**config.mk**
```make
export PLATFORM = sky130hd
export DESIGN_NAME = inst_mem_loader
export DESIGN_NICKNAME = d
export VERILOG_FILES = /design/src/rtl/inst_mem_pkg.sv /design/src/rtl/inst_ram.sv /design/src/rtl/inst_mem_loader.sv
export SDC_FILE = /design/constraint.sdc
export NUM_CORES = 1
export LEC_CHECK = 0
export ABC_CLOCK_PERIOD_IN_PS = 8780
export CORE_MARGIN = 1
export CORE_UTILIZATION = 60
export CTS_BUF_LIST = sky130_fd_sc_hd__clkbuf_16
export DETAILED_ROUTE_END_ITERATION = 8
export GPL_ROUTABILITY_DRIVEN = 1
export PLACE_DENSITY = 0.77
export REMOVE_ABC_BUFFERS = 1
export SKIP_LAST_GASP = 1
export SYNTH_ARGS = -nofsm -noshare
export SYNTH_HDL_FRONTEND = slang
export SYNTH_SLANG_ARGS = --single-unit
```
**constraint.sdc**
```tcl
create_clock -name clk_i -period 8.78 [get_ports clk_i]
set_clock_uncertainty 0.15 [all_clocks]
set_input_delay 2.634 -clock clk_i [delete_from_list [all_inputs] [get_ports clk_i]]
set_output_delay 2.634 -clock clk_i [all_outputs]
set_load 0.03 [all_outputs]
```
**src/rtl/inst_mem_pkg.sv**
```systemverilog
// Shared types and constants for the instruction memory loader.
//   state_e        : loader FSM states (length capture, data capture, run)
//   DefaultNopInst : value presented on the fetch port when no fetch result is held
package inst_mem_pkg;

  typedef enum logic [1:0] {
    LoadLen,
    LoadData,
    Run
  } state_e;

  localparam logic [31:0] DefaultNopInst = 32'h0800_0000;

endpackage

```
**src/rtl/inst_ram.sv**
```systemverilog
// Inferred synchronous RAM: one write port, one read port, read latency 1.
// The array has no reset; contents survive reloads until overwritten.
// Ports:
//   clk_i            clock
//   we_i/waddr_i/wdata_i  write port
//   re_i/raddr_i     read request; data appears on rdata_o the next cycle
//   rdata_o          registered read data (holds until the next read)
module inst_ram #(
  parameter int unsigned AddrWidth = 5,
  parameter int unsigned DataWidth = 32
) (
  input  logic                 clk_i,
  input  logic                 we_i,
  input  logic [AddrWidth-1:0] waddr_i,
  input  logic [DataWidth-1:0] wdata_i,
  input  logic                 re_i,
  input  logic [AddrWidth-1:0] raddr_i,
  output logic [DataWidth-1:0] rdata_o
);

  localparam int unsigned Depth = 2 ** AddrWidth;

  logic [DataWidth-1:0] mem_q [Depth];
  logic [DataWidth-1:0] rdata_q;

  always_ff @(posedge clk_i) begin
    if (we_i) begin
      mem_q[waddr_i] <= wdata_i;
    end
    if (re_i) begin
      rdata_q <= mem_q[raddr_i];
    end
  end

  assign rdata_o = rdata_q;

endmodule

```
**src/rtl/inst_mem_loader.sv**
```systemverilog
// Instruction memory with byte-stream program loader and fetch port.
// A big-endian byte stream supplies a length word N, then N instruction words that are
// written from address 0 upward (words past the end of the RAM are consumed, not written).
// Once loaded the block serves fetches with one cycle of latency.
// Optional feature macro: INST_MEM_DISTINCT_EN adds the change-detect (distinct_o) logic;
// without it distinct_o is tied low.
// Ports:
//   clk_i, rst_ni     clock, asynchronous active-low reset
//   load_start_i      abort everything and restart at length capture
//   byte_valid_i      byte_data_i is valid this cycle
//   byte_data_i       loader byte
//   fetch_en_i, pc_i  fetch request and word address (honoured only in Run)
//   inst_o            fetched instruction, NopInst when inst_valid_o is low
//   inst_valid_o      inst_o holds a fetch result
//   distinct_o        pulse: the fetched instruction differs from the previous one
//   loader_ready_o    one-cycle pulse on entering Run
//   loading_o         high while capturing length or data
module inst_mem_loader
  import inst_mem_pkg::*;
#(
  parameter int unsigned           InstMemWidth = 5,
  parameter int unsigned           InstWidth    = 32,
  parameter logic [InstWidth-1:0]  NopInst      = InstWidth'(DefaultNopInst)
) (
  input  logic                    clk_i,
  input  logic                    rst_ni,
  input  logic                    load_start_i,
  input  logic                    byte_valid_i,
  input  logic [7:0]              byte_data_i,
  input  logic                    fetch_en_i,
  input  logic [InstMemWidth-1:0] pc_i,
  output logic [InstWidth-1:0]    inst_o,
  output logic                    inst_valid_o,
  output logic                    distinct_o,
  output logic                    loader_ready_o,
  output logic                    loading_o
);

  localparam int unsigned Bpw      = InstWidth / 8;
  localparam int unsigned CntWidth = (Bpw > 1) ? $clog2(Bpw) : 1;
  // One extra bit so word indices past the RAM depth are recognisable.
  localparam int unsigned LenWidth = InstMemWidth + 1;

  localparam logic [CntWidth-1:0] LastByte = CntWidth'(Bpw - 1);
  localparam logic [CntWidth-1:0] CntOne   = CntWidth'(1);
  localparam logic [LenWidth-1:0] LenOne   = LenWidth'(1);

  state_e                state_q, state_d;
  logic [CntWidth-1:0]   byte_cnt_q, byte_cnt_d;
  logic [InstWidth-1:0]  word_q, word_d;
  logic [LenWidth-1:0]   len_q, len_d;
  logic [LenWidth-1:0]   widx_q, widx_d;
  logic                  loader_ready_q, loader_ready_d;
  logic                  inst_valid_q, inst_valid_d;

  logic [InstWidth-1:0]  word_full;
  logic                  word_done;
  logic                  ram_we;
  logic                  fetch_accept;
  logic [InstWidth-1:0]  ram_rdata;

  // Shift the new byte in at the bottom: first byte ends up most significant.
  assign word_full = (word_q << 8) | InstWidth'(byte_data_i);
  assign word_done = (byte_cnt_q == LastByte);

  always_comb begin
    state_d    = state_q;
    byte_cnt_d = byte_cnt_q;
    word_d     = word_q;
    len_d      = len_q;
    widx_d     = widx_q;
    ram_we     = 1'b0;

    if (load_start_i) begin
      // Abort wins over any byte presented in the same cycle.
      state_d    = LoadLen;
      byte_cnt_d = '0;
      word_d     = '0;
      widx_d     = '0;
    end else begin
      unique case (state_q)
        LoadLen: begin
          if (byte_valid_i) begin
            if (word_done) begin
              byte_cnt_d = '0;
              word_d     = '0;
              len_d      = word_full[LenWidth-1:0];
              widx_d     = '0;
              state_d    = (word_full[LenWidth-1:0] == '0) ? Run : LoadData;
            end else begin
              byte_cnt_d = byte_cnt_q + CntOne;
              word_d     = word_full;
            end
          end
        end
        LoadData: begin
          if (byte_valid_i) begin
            if (word_done) begin
              byte_cnt_d = '0;
              word_d     = '0;
              // Indices at or beyond the depth are dropped rather than wrapped.
              ram_we     = ~widx_q[InstMemWidth];
              widx_d     = widx_q + LenOne;
              if (widx_q == len_q - LenOne) begin
                state_d = Run;
              end
            end else begin
              byte_cnt_d = byte_cnt_q + CntOne;
              word_d     = word_full;
            end
          end
        end
        Run: begin
        end
        default: state_d = LoadLen;
      endcase
    end
  end

  assign fetch_accept   = fetch_en_i && (state_q == Run) && !load_start_i;
  assign inst_valid_d   = fetch_accept;
  assign loader_ready_d = (state_d == Run) && (state_q != Run);

  always_ff @(posedge clk_i or negedge rst_ni) begin
    if (!rst_ni) begin
      state_q        <= LoadLen;
      byte_cnt_q     <= '0;
      word_q         <= '0;
      len_q          <= '0;
      widx_q         <= '0;
      loader_ready_q <= 1'b0;
      inst_valid_q   <= 1'b0;
    end else begin
      state_q        <= state_d;
      byte_cnt_q     <= byte_cnt_d;
      word_q         <= word_d;
      len_q          <= len_d;
      widx_q         <= widx_d;
      loader_ready_q <= loader_ready_d;
      inst_valid_q   <= inst_valid_d;
    end
  end

  inst_ram #(
    .AddrWidth(InstMemWidth),
    .DataWidth(InstWidth)
  ) u_inst_ram (
    .clk_i  (clk_i),
    .we_i   (ram_we),
    .waddr_i(widx_q[InstMemWidth-1:0]),
    .wdata_i(word_full),
    .re_i   (fetch_accept),
    .raddr_i(pc_i),
    .rdata_o(ram_rdata)
  );

  assign inst_o         = inst_valid_q ? ram_rdata : NopInst;
  assign inst_valid_o   = inst_valid_q;
  assign loader_ready_o = loader_ready_q;
  assign loading_o      = (state_q != Run);

`ifdef INST_MEM_DISTINCT_EN
  logic [InstWidth-1:0] buf_q;
  logic                 first_q;
  logic                 distinct_q;

  always_ff @(posedge clk_i or negedge rst_ni) begin
    if (!rst_ni) begin
      buf_q      <= '0;
      first_q    <= 1'b1;
      distinct_q <= 1'b0;
    end else begin
      distinct_q <= inst_valid_q && (first_q || (ram_rdata != buf_q));
      if (inst_valid_q) begin
        buf_q <= ram_rdata;
      end
      // A fresh program always reports its first fetch as distinct.
      if (loader_ready_d) begin
        first_q <= 1'b1;
      end else if (inst_valid_q) begin
        first_q <= 1'b0;
      end
    end
  end

  assign distinct_o = distinct_q;
`else
  assign distinct_o = 1'b0;
`endif

endmodule

```
Word level (Yosys, flattened, before mapping):

Memories as Yosys holds them, arrays and structs flattened. A register that Yosys moved wholly into a read port is not among the register bits.
Cells that the tools add are included.

* bitwise operators: 3
* reductions and logical operators: 13
* equal/unequal tests: 10
* shift-type cells: 0
* multiply operators: 0
* order comparisons: 0
* $add $sub $neg: 3
* multiplexer cells: 29
* divide/modulo/power cells: 0

Operators with widths (number)
* 24-bit two-way mux: 4
* 32-bit two-way mux: 1
* 32-bit by 8-bit OR with 32-bit output: 1
* 6-bit two-way mux: 5
* 2-bit two-way mux: 11
* 3-bit inequality test (second input constant): 4
* 6-bit one-hot mux with 2 select lines: 1
* 6-bit by 1-bit adder with 6-bit output (second input constant): 1
* 2-bit == test (second input constant): 3
* 6-bit == test: 1
* 6-bit logical NOT: 1
* 1-bit two-way mux: 6
* 2-bit one-hot mux with 3 select lines: 1
* 6-bit by 1-bit subtractor with 6-bit output (second input constant): 1
* 5-bit AND reduction: 1
* 4-bit AND reduction: 1
* 2-bit nonzero test: 2
* 1-bit logical AND: 3
* 3-bit nonzero test: 1
* 2-bit by 1-bit adder with 2-bit output (second input constant): 1
* 2-bit by 1-bit == test with 1-bit output (second input constant): 1
* 2-bit logical NOT: 1
* 2-bit inequality test (second input constant): 1
* 1-bit NOT: 2
* 3 further kinds: 3

* output and inout bits: 36
* memories kept: 1
* input port bits: 18
* bits in latches: 0
* RAM bits: 1024
* ROM bits: 0
* flip-flop bits (word level): 42

Memory list
* u_inst_ram.mem_q: depth 32, bits a word 32, read ports 1, clocked after Yosys merged registers in 1, wr ports 1, RTL line inst_ram.sv:23 `logic [DataWidth-1:0] mem_q [Depth];`

Depth between registers and ports, before layout:

* depth after elaboration: 9
* gate-level depth with buffers: 6
* depth with buffers taken out: 6

Hierarchy:

Synthesis repeated with hierarchy kept, for this count alone.

* cell total of the unflattened synthesis: 2462
* area, all modules: 42888.6 µm²

By module, submodules not included
* inst_ram: times used 1, seq. area each 31710.4 µm², area each 40805.4 µm², cells an instance 2260
* inst_mem_loader: times used 1, seq. area each 1051.0 µm², area each 2083.2 µm², cells an instance 202

Least setup slack after synthesis:

No wires, ideal clock.

* path kind: in2reg
* from: in load_start_i
* to: reg u_inst_ram.rdata_q[0], in the netlist u_inst_ram.rdata_o[0], read port of u_inst_ram.mem_q, enable pin
* data arrival time: 5.278 ns
* setup slack: 2.882 ns
* required time: 8.160 ns
* stages on the path: 2
* setup time: 0.470 ns
* cells stage by stage: clkbuf_1 > nor3b_1

* cells in the longest elaborated chain, start to end: 2

RTL lines
* from (decl): RTL line inst_mem_loader.sv:27 `input logic load_start_i,`
* 1-bit logical NOT: RTL line inst_mem_loader.sv:120 `assign fetch_accept = fetch_en_i && (state_q == Run) && !load_start_i;`
* 1-bit logical AND: RTL line inst_mem_loader.sv:120
* net fetch_accept: RTL line inst_mem_loader.sv:59 `logic fetch_accept;`
* to (decl): RTL line inst_ram.sv:24 `logic [DataWidth-1:0] rdata_q;`

The timed path passes the listed nets, and every way through them passes these cells.
A chain may end at the register's enable or synchronous reset.

Final worst setup path:

* from: in byte_valid_i
* to: mem u_inst_ram.mem_q[8][28], enable pin

* cells in the longest elaborated chain, start to end: 5

RTL lines
* from (decl): RTL line inst_mem_loader.sv:28 `input logic byte_valid_i,`
* 1-bit two-way mux: RTL line inst_mem_loader.sv:97 `if (byte_valid_i) begin`
* 1-bit two-way mux: RTL line inst_mem_loader.sv:81 `unique case (state_q)`
* 1-bit two-way mux: RTL line inst_mem_loader.sv:74 `if (load_start_i) begin`
* 1-bit two-way mux: RTL line inst_ram.sv:27 `if (we_i) begin`
* 1-bit two-way mux (implied by the code): RTL line inst_ram.sv:28 `mem_q[waddr_i] <= wdata_i;`
* to (decl): RTL line inst_ram.sv:23

No other way between the ends.

==> flow_summary.html <==
<table>
<tr><th>Metric</th><th>Value</th></tr>
<tr><th colspan="2">Power</th></tr>
<tr><td>Reported leakage power</td><td>15.16 nW</td></tr>
<tr><td>Max VDD drop</td><td>0.1673 mV</td></tr>
<tr><td>Final Total Pwr</td><td>approximately 11 mW</td></tr>
<tr><td>Pwr Density</td><td>224.4 mW/mm^2</td></tr>
<tr><th colspan="2">Setup path</th></tr>
<tr><td>Worst-path fanout max</td><td>32</td></tr>
<tr><td>Worst setup path class</td><td>in -&gt; reg</td></tr>
<tr><td>Critical path cell sequence</td><td>clkdlybuf4s50_1 -&gt; nor2b_1 -&gt; nand2_1 -&gt; nor4b_1 -&gt; nand2_1 -&gt; nor2_4</td></tr>
<tr><td>CP most frequent cell</td><td>sky130_fd_sc_hd__nand2_1</td></tr>
<tr><td>Combined buffer and inverter count along the critical path</td><td>1</td></tr>
<tr><td>Slowest cell on the critical path</td><td>sky130_fd_sc_hd__nor2_4</td></tr>
<tr><td>Arrival time at the worst endpoint</td><td>between 7 and 8 ns</td></tr>
<tr><td>Type of element launching the critical path</td><td>input port</td></tr>
<tr><td>Worst path top cell family by delay</td><td>simple AND/OR/NAND/NOR gates</td></tr>
<tr><td>Crit. End Element</td><td>flop</td></tr>
<tr><td>Longest individual stage delay on the worst path</td><td>1.30 ns</td></tr>
<tr><td>Critical path data required time</td><td>around 9 ns</td></tr>
<tr><th colspan="2">Status</th></tr>
<tr><td>Result of the run</td><td>finished, final reports clean</td></tr>
<tr><th colspan="2">Drt</th></tr>
<tr><td>Routed WL</td><td>99.99 mm</td></tr>
<tr><td>Met3 layer wire length in the routed design</td><td>10.55 mm</td></tr>
<tr><td>Wire length on met2</td><td>48.90 mm</td></tr>
<tr><td>Routed length on met1</td><td>37.26 mm</td></tr>
<tr><td>Via density per instance</td><td>6.962</td></tr>
<tr><td>Overall via count from detail_route</td><td>19,800</td></tr>
<tr><td>Remaining number of nets flagged by the antenna check after routing</td><td>0</td></tr>
<tr><td>DR pass1 iterations</td><td>6</td></tr>
<tr><td>Number of DRC violations after detailed-routing iteration 0</td><td>2,814</td></tr>
<tr><td>Top layer in use</td><td>met5</td></tr>
<tr><td>DRC</td><td>0</td></tr>
<tr><td>DR WL/cell</td><td>about 35 microns</td></tr>
<tr><th colspan="2">Yosys</th></tr>
<tr><td>Portion of the post-synthesis area used by sequential elements</td><td>about four fifths</td></tr>
<tr><td>Proportion of synthesized flip-flops having asynchronous set or reset</td><td>3.825%</td></tr>
<tr><td>Number of distinct library cell variants in the gate-level netlist after synthesis</td><td>44</td></tr>
<tr><td>Primary flip-flop cell chosen by synthesis mapping</td><td>sky130_fd_sc_hd__edfxtp_1</td></tr>
<tr><td>Synthesis warning total</td><td>0</td></tr>
<tr><td>Cell area after synthesis</td><td>0.04198 sq mm</td></tr>
<tr><td>Count of mapped cells out of synthesis</td><td>about 1,700</td></tr>
<tr><td>Flip-flop and latch count after synthesis</td><td>approximately 1,100</td></tr>
<tr><td>Number of synthesized flops with an enable pin</td><td>1,056</td></tr>
<tr><td>Post-Syn Area per Cell</td><td>roughly 24 sq um</td></tr>
<tr><th colspan="2">Timing</th></tr>
<tr><td>Number of failing hold endpoints at the final stage</td><td>0</td></tr>
<tr><td>Total count of max-transition violations in the final report</td><td>0</td></tr>
<tr><td>Worst Max-Slew Pin Slew</td><td>1.460 ns</td></tr>
<tr><td>Remaining max-slew budget at the tightest pin</td><td>roughly 2.6%</td></tr>
<tr><td>Setup violations, final</td><td>0</td></tr>
<tr><td>Final worst-path cycle share</td><td>between 80% and 90%</td></tr>
<tr><td>Setup TNS Final</td><td>0 ns</td></tr>
<tr><td>RSZ-0062 raised after global routing</td><td>no</td></tr>
<tr><td>Max Fclk</td><td>140.9 MHz</td></tr>
<tr><td>Time the final worst path needs with I/O delays and setup</td><td>7.098 ns</td></tr>
<tr><th colspan="2">Global routing</th></tr>
<tr><td>All-layer global routing usage</td><td>29.13%</td></tr>
<tr><td>Sum of overflow across all layers after global routing</td><td>0</td></tr>
<tr><td>Largest net degree at the start of global routing</td><td>113</td></tr>
<tr><td>Global-route wire length before repair</td><td>144.0 mm</td></tr>
<tr><td>Antenna violations before repair</td><td>2</td></tr>
<tr><td>Number of global-route vias before repair</td><td>20,140</td></tr>
<tr><th colspan="2">Clock network</th></tr>
<tr><td>Number of H-tree levels</td><td>3</td></tr>
<tr><td>Cts-stage hold buffer count</td><td>0</td></tr>
<tr><td>Number of buffers added by the clock tree synthesis step</td><td>a little over 100</td></tr>
<tr><td>Total clock sinks</td><td>roughly 1,100</td></tr>
<tr><td>Clock root buffer</td><td>sky130_fd_sc_hd__clkbuf_16</td></tr>
<tr><td>Post-cts resize count</td><td>0</td></tr>
<tr><td>Post-CTS Setup Repair Bufs</td><td>0</td></tr>
<tr><td>Clock tree from TritonCTS</td><td>built</td></tr>
<tr><td>Clock tree buffer depth</td><td>3</td></tr>
<tr><td>Clk pin slew, worst setup/hold paths</td><td>roughly 0.060 ns</td></tr>
<tr><td>Clock network latency to the later pin of the worst-skew pair</td><td>0.66 ns</td></tr>
<tr><th colspan="2">Finish</th></tr>
<tr><td>Most common cell after layout, fill and taps aside</td><td>sky130_fd_sc_hd__edfxtp_1</td></tr>
<tr><td>Most used cells in the layout excluding fill and tap cells</td><td>1,056 x sky130_fd_sc_hd__edfxtp_1, 320 x sky130_fd_sc_hd__mux4_2, 105 x sky130_fd_sc_hd__clkbuf_16</td></tr>
<tr><td>Area taken by multi-input logic gates</td><td>0.008981 sq mm</td></tr>
<tr><td>Number of antenna diodes</td><td>0</td></tr>
<tr><td>Net total in the final layout</td><td>1,855</td></tr>
<tr><td>Fraction of final layout cells sized beyond drive strength 1</td><td>30.89%</td></tr>
<tr><td>Area added between synthesis and finish</td><td>12.29%</td></tr>
<tr><td>Sequential cell area</td><td>0.03276 sq mm</td></tr>
<tr><td>Filler Cell Count</td><td>3,971</td></tr>
<tr><th colspan="2">Floorplan</th></tr>
<tr><td>DIE WIDTH</td><td>266.5 microns</td></tr>
<tr><td>Die Y-Extent</td><td>266.5 microns</td></tr>
<tr><td>I/O Pins</td><td>54</td></tr>
<tr><td>Starting utilization of the core area</td><td>60.88%</td></tr>
<tr><td>Number of cell rows</td><td>96</td></tr>
<tr><td>Core region area</td><td>0.06895 sq mm</td></tr>
<tr><td>Die Outline Area</td><td>0.07102 sq mm</td></tr>
<tr><th colspan="2">Placement</th></tr>
<tr><td>Placer congestion estimate</td><td>0.8200</td></tr>
<tr><td>Count of port buffers added during placement</td><td>52</td></tr>
<tr><td>Post-DP HPWL</td><td>52.43 mm</td></tr>
<tr><th colspan="2">Run</th></tr>
<tr><td>Reported max-cap violation count</td><td>0</td></tr>
<tr><th colspan="2">Hold path</th></tr>
<tr><td>Hold/Removal Path Class</td><td>reg -&gt; reg</td></tr>
</table>
synth_stat cells (2+ instances only):
cell type / n / area (sq um)
sky130_fd_sc_hd__mux4_2: 320 / 7207
sky130_fd_sc_hd__xnor2_1: 6 / 52.55
sky130_fd_sc_hd__buf_1: 17 / 63.81
sky130_fd_sc_hd__nand2b_1: 2 / 12.51
sky130_fd_sc_hd__nor3_1: 5 / 25.02
sky130_fd_sc_hd__a22o_1: 24 / 210.2
sky130_fd_sc_hd__nor3b_1: 2 / 15.01
sky130_fd_sc_hd__o21ai_0: 4 / 20.02
sky130_fd_sc_hd__ha_1: 6 / 75.07
sky130_fd_sc_hd__nand3_1: 4 / 20.02
sky130_fd_sc_hd__and2_1: 32 / 200.2
sky130_fd_sc_hd__clkbuf_1: 41 / 153.9
sky130_fd_sc_hd__nor2b_1: 3 / 18.77
sky130_fd_sc_hd__or3b_2: 2 / 17.52
sky130_fd_sc_hd__mux2i_1: 2 / 20.02
sky130_fd_sc_hd__buf_6: 7 / 78.83
sky130_fd_sc_hd__nand2_1: 10 / 37.54
sky130_fd_sc_hd__buf_4: 17 / 127.6
sky130_fd_sc_hd__a21oi_1: 4 / 20.02
sky130_fd_sc_hd__dfrtp_1: 42 / 1051
sky130_fd_sc_hd__mux2_2: 39 / 439.2
sky130_fd_sc_hd__nor2_1: 43 / 161.4
sky130_fd_sc_hd__inv_1: 7 / 26.28
sky130_fd_sc_hd__or3_1: 2 / 12.51
sky130_fd_sc_hd__buf_2: 7 / 35.03
sky130_fd_sc_hd__edfxtp_1: 1056 / 31710
sky130_fd_sc_hd__nand3b_1: 4 / 30.03
metal layers:
metal | track usage (%) | vias to the layer above
met5 | 0 | -
met4 | 9.692 | 2
met3 | 5.600 | 220
met2 | 46.38 | 1479
met1 | 41.38 | 10490
li1 | - | 7604
power by group:
| group | internal, mW | switching, mW |
|---|---|---|
| sequential | 5.73 | 0.0301 |
| clock | 2.51 | 1.89 |
| combinational | 0.182 | 0.224 |
| total | 8.43 | 2.15 |
path summary, 6_finish.rpt:
check	start	to	slack, ns	cells after the start
worst max-delay path	byte_valid_i	u_inst_ram.mem_q[8][28]	1.68	6
worst min-delay path	word_q[10]	word_q[10]	0.36	1
worst max register to register	state_q[1]	u_inst_ram.mem_q[8][28]	3.78	5
worst min register to register	word_q[10]	word_q[10]	0.36	1
max in group asynchronous	rst_ni	inst_valid_o	5.69	1
min in group asynchronous	rst_ni	word_q[3]	2.02	1
registers in the layout, indices dropped and copies added, names as in the netlist:
name and count:
byte_cnt_q 2, len_q 6, u_inst_ram.rdata_o 32, u_inst_ram.mem_q 1024, state_q 2, widx_q 6
word_q 24, loader_ready_o 1, inst_valid_o 1
through the flow:
stage,instances,worst slack [ns],util [%],hold slack (ns),instance area [sq um]
finish,2844,1.682,68.36,0.3598,47130
global route,2844,1.553,68.36,0.3901,47130
CTS,2843,1.852,68.32,0.3624,47110
detailed placement,2657,1.301,63.51,0.3449,43790
global placement,2657,1.350,63.51,0.3397,43790
floorplan,1636,2.859,-,0.3403,41520
cell type report:
class | count | share of cell area [%]
clock buffers | 105 | 5.575
multi-input cells | 531 | 19.05
well taps | 931 | 2.471
clock inverters | 81 | 1.471
repair buffers | 91 | 1.863
inverters | 7 | 0.05575
flip-flops and latches | 1098 | 69.51
kinds of logic (layout without fill, tap and decap cells):
| logic type | Yosys count | after routing | synth area share [%] |
|---|---|---|---|
| adder cells (fa/ha/maj) | 6 | 6 | 0.1788 |
| XOR/XNOR | 7 | 7 | 0.1461 |
| other | 1 | 1 | 0.008934 |
| flip-flops | 1098 | 1098 | 78.05 |
| multiplexers | 361 | 361 | 18.26 |
| AO/OA/AOI/OAI | 43 | 43 | 0.8108 |
| AND/OR/NAND/NOR | 113 | 113 | 1.386 |
| buffers and inverters | 96 | 284 | 1.157 |
No activity file was read; power rests on OpenSTA's default activity.
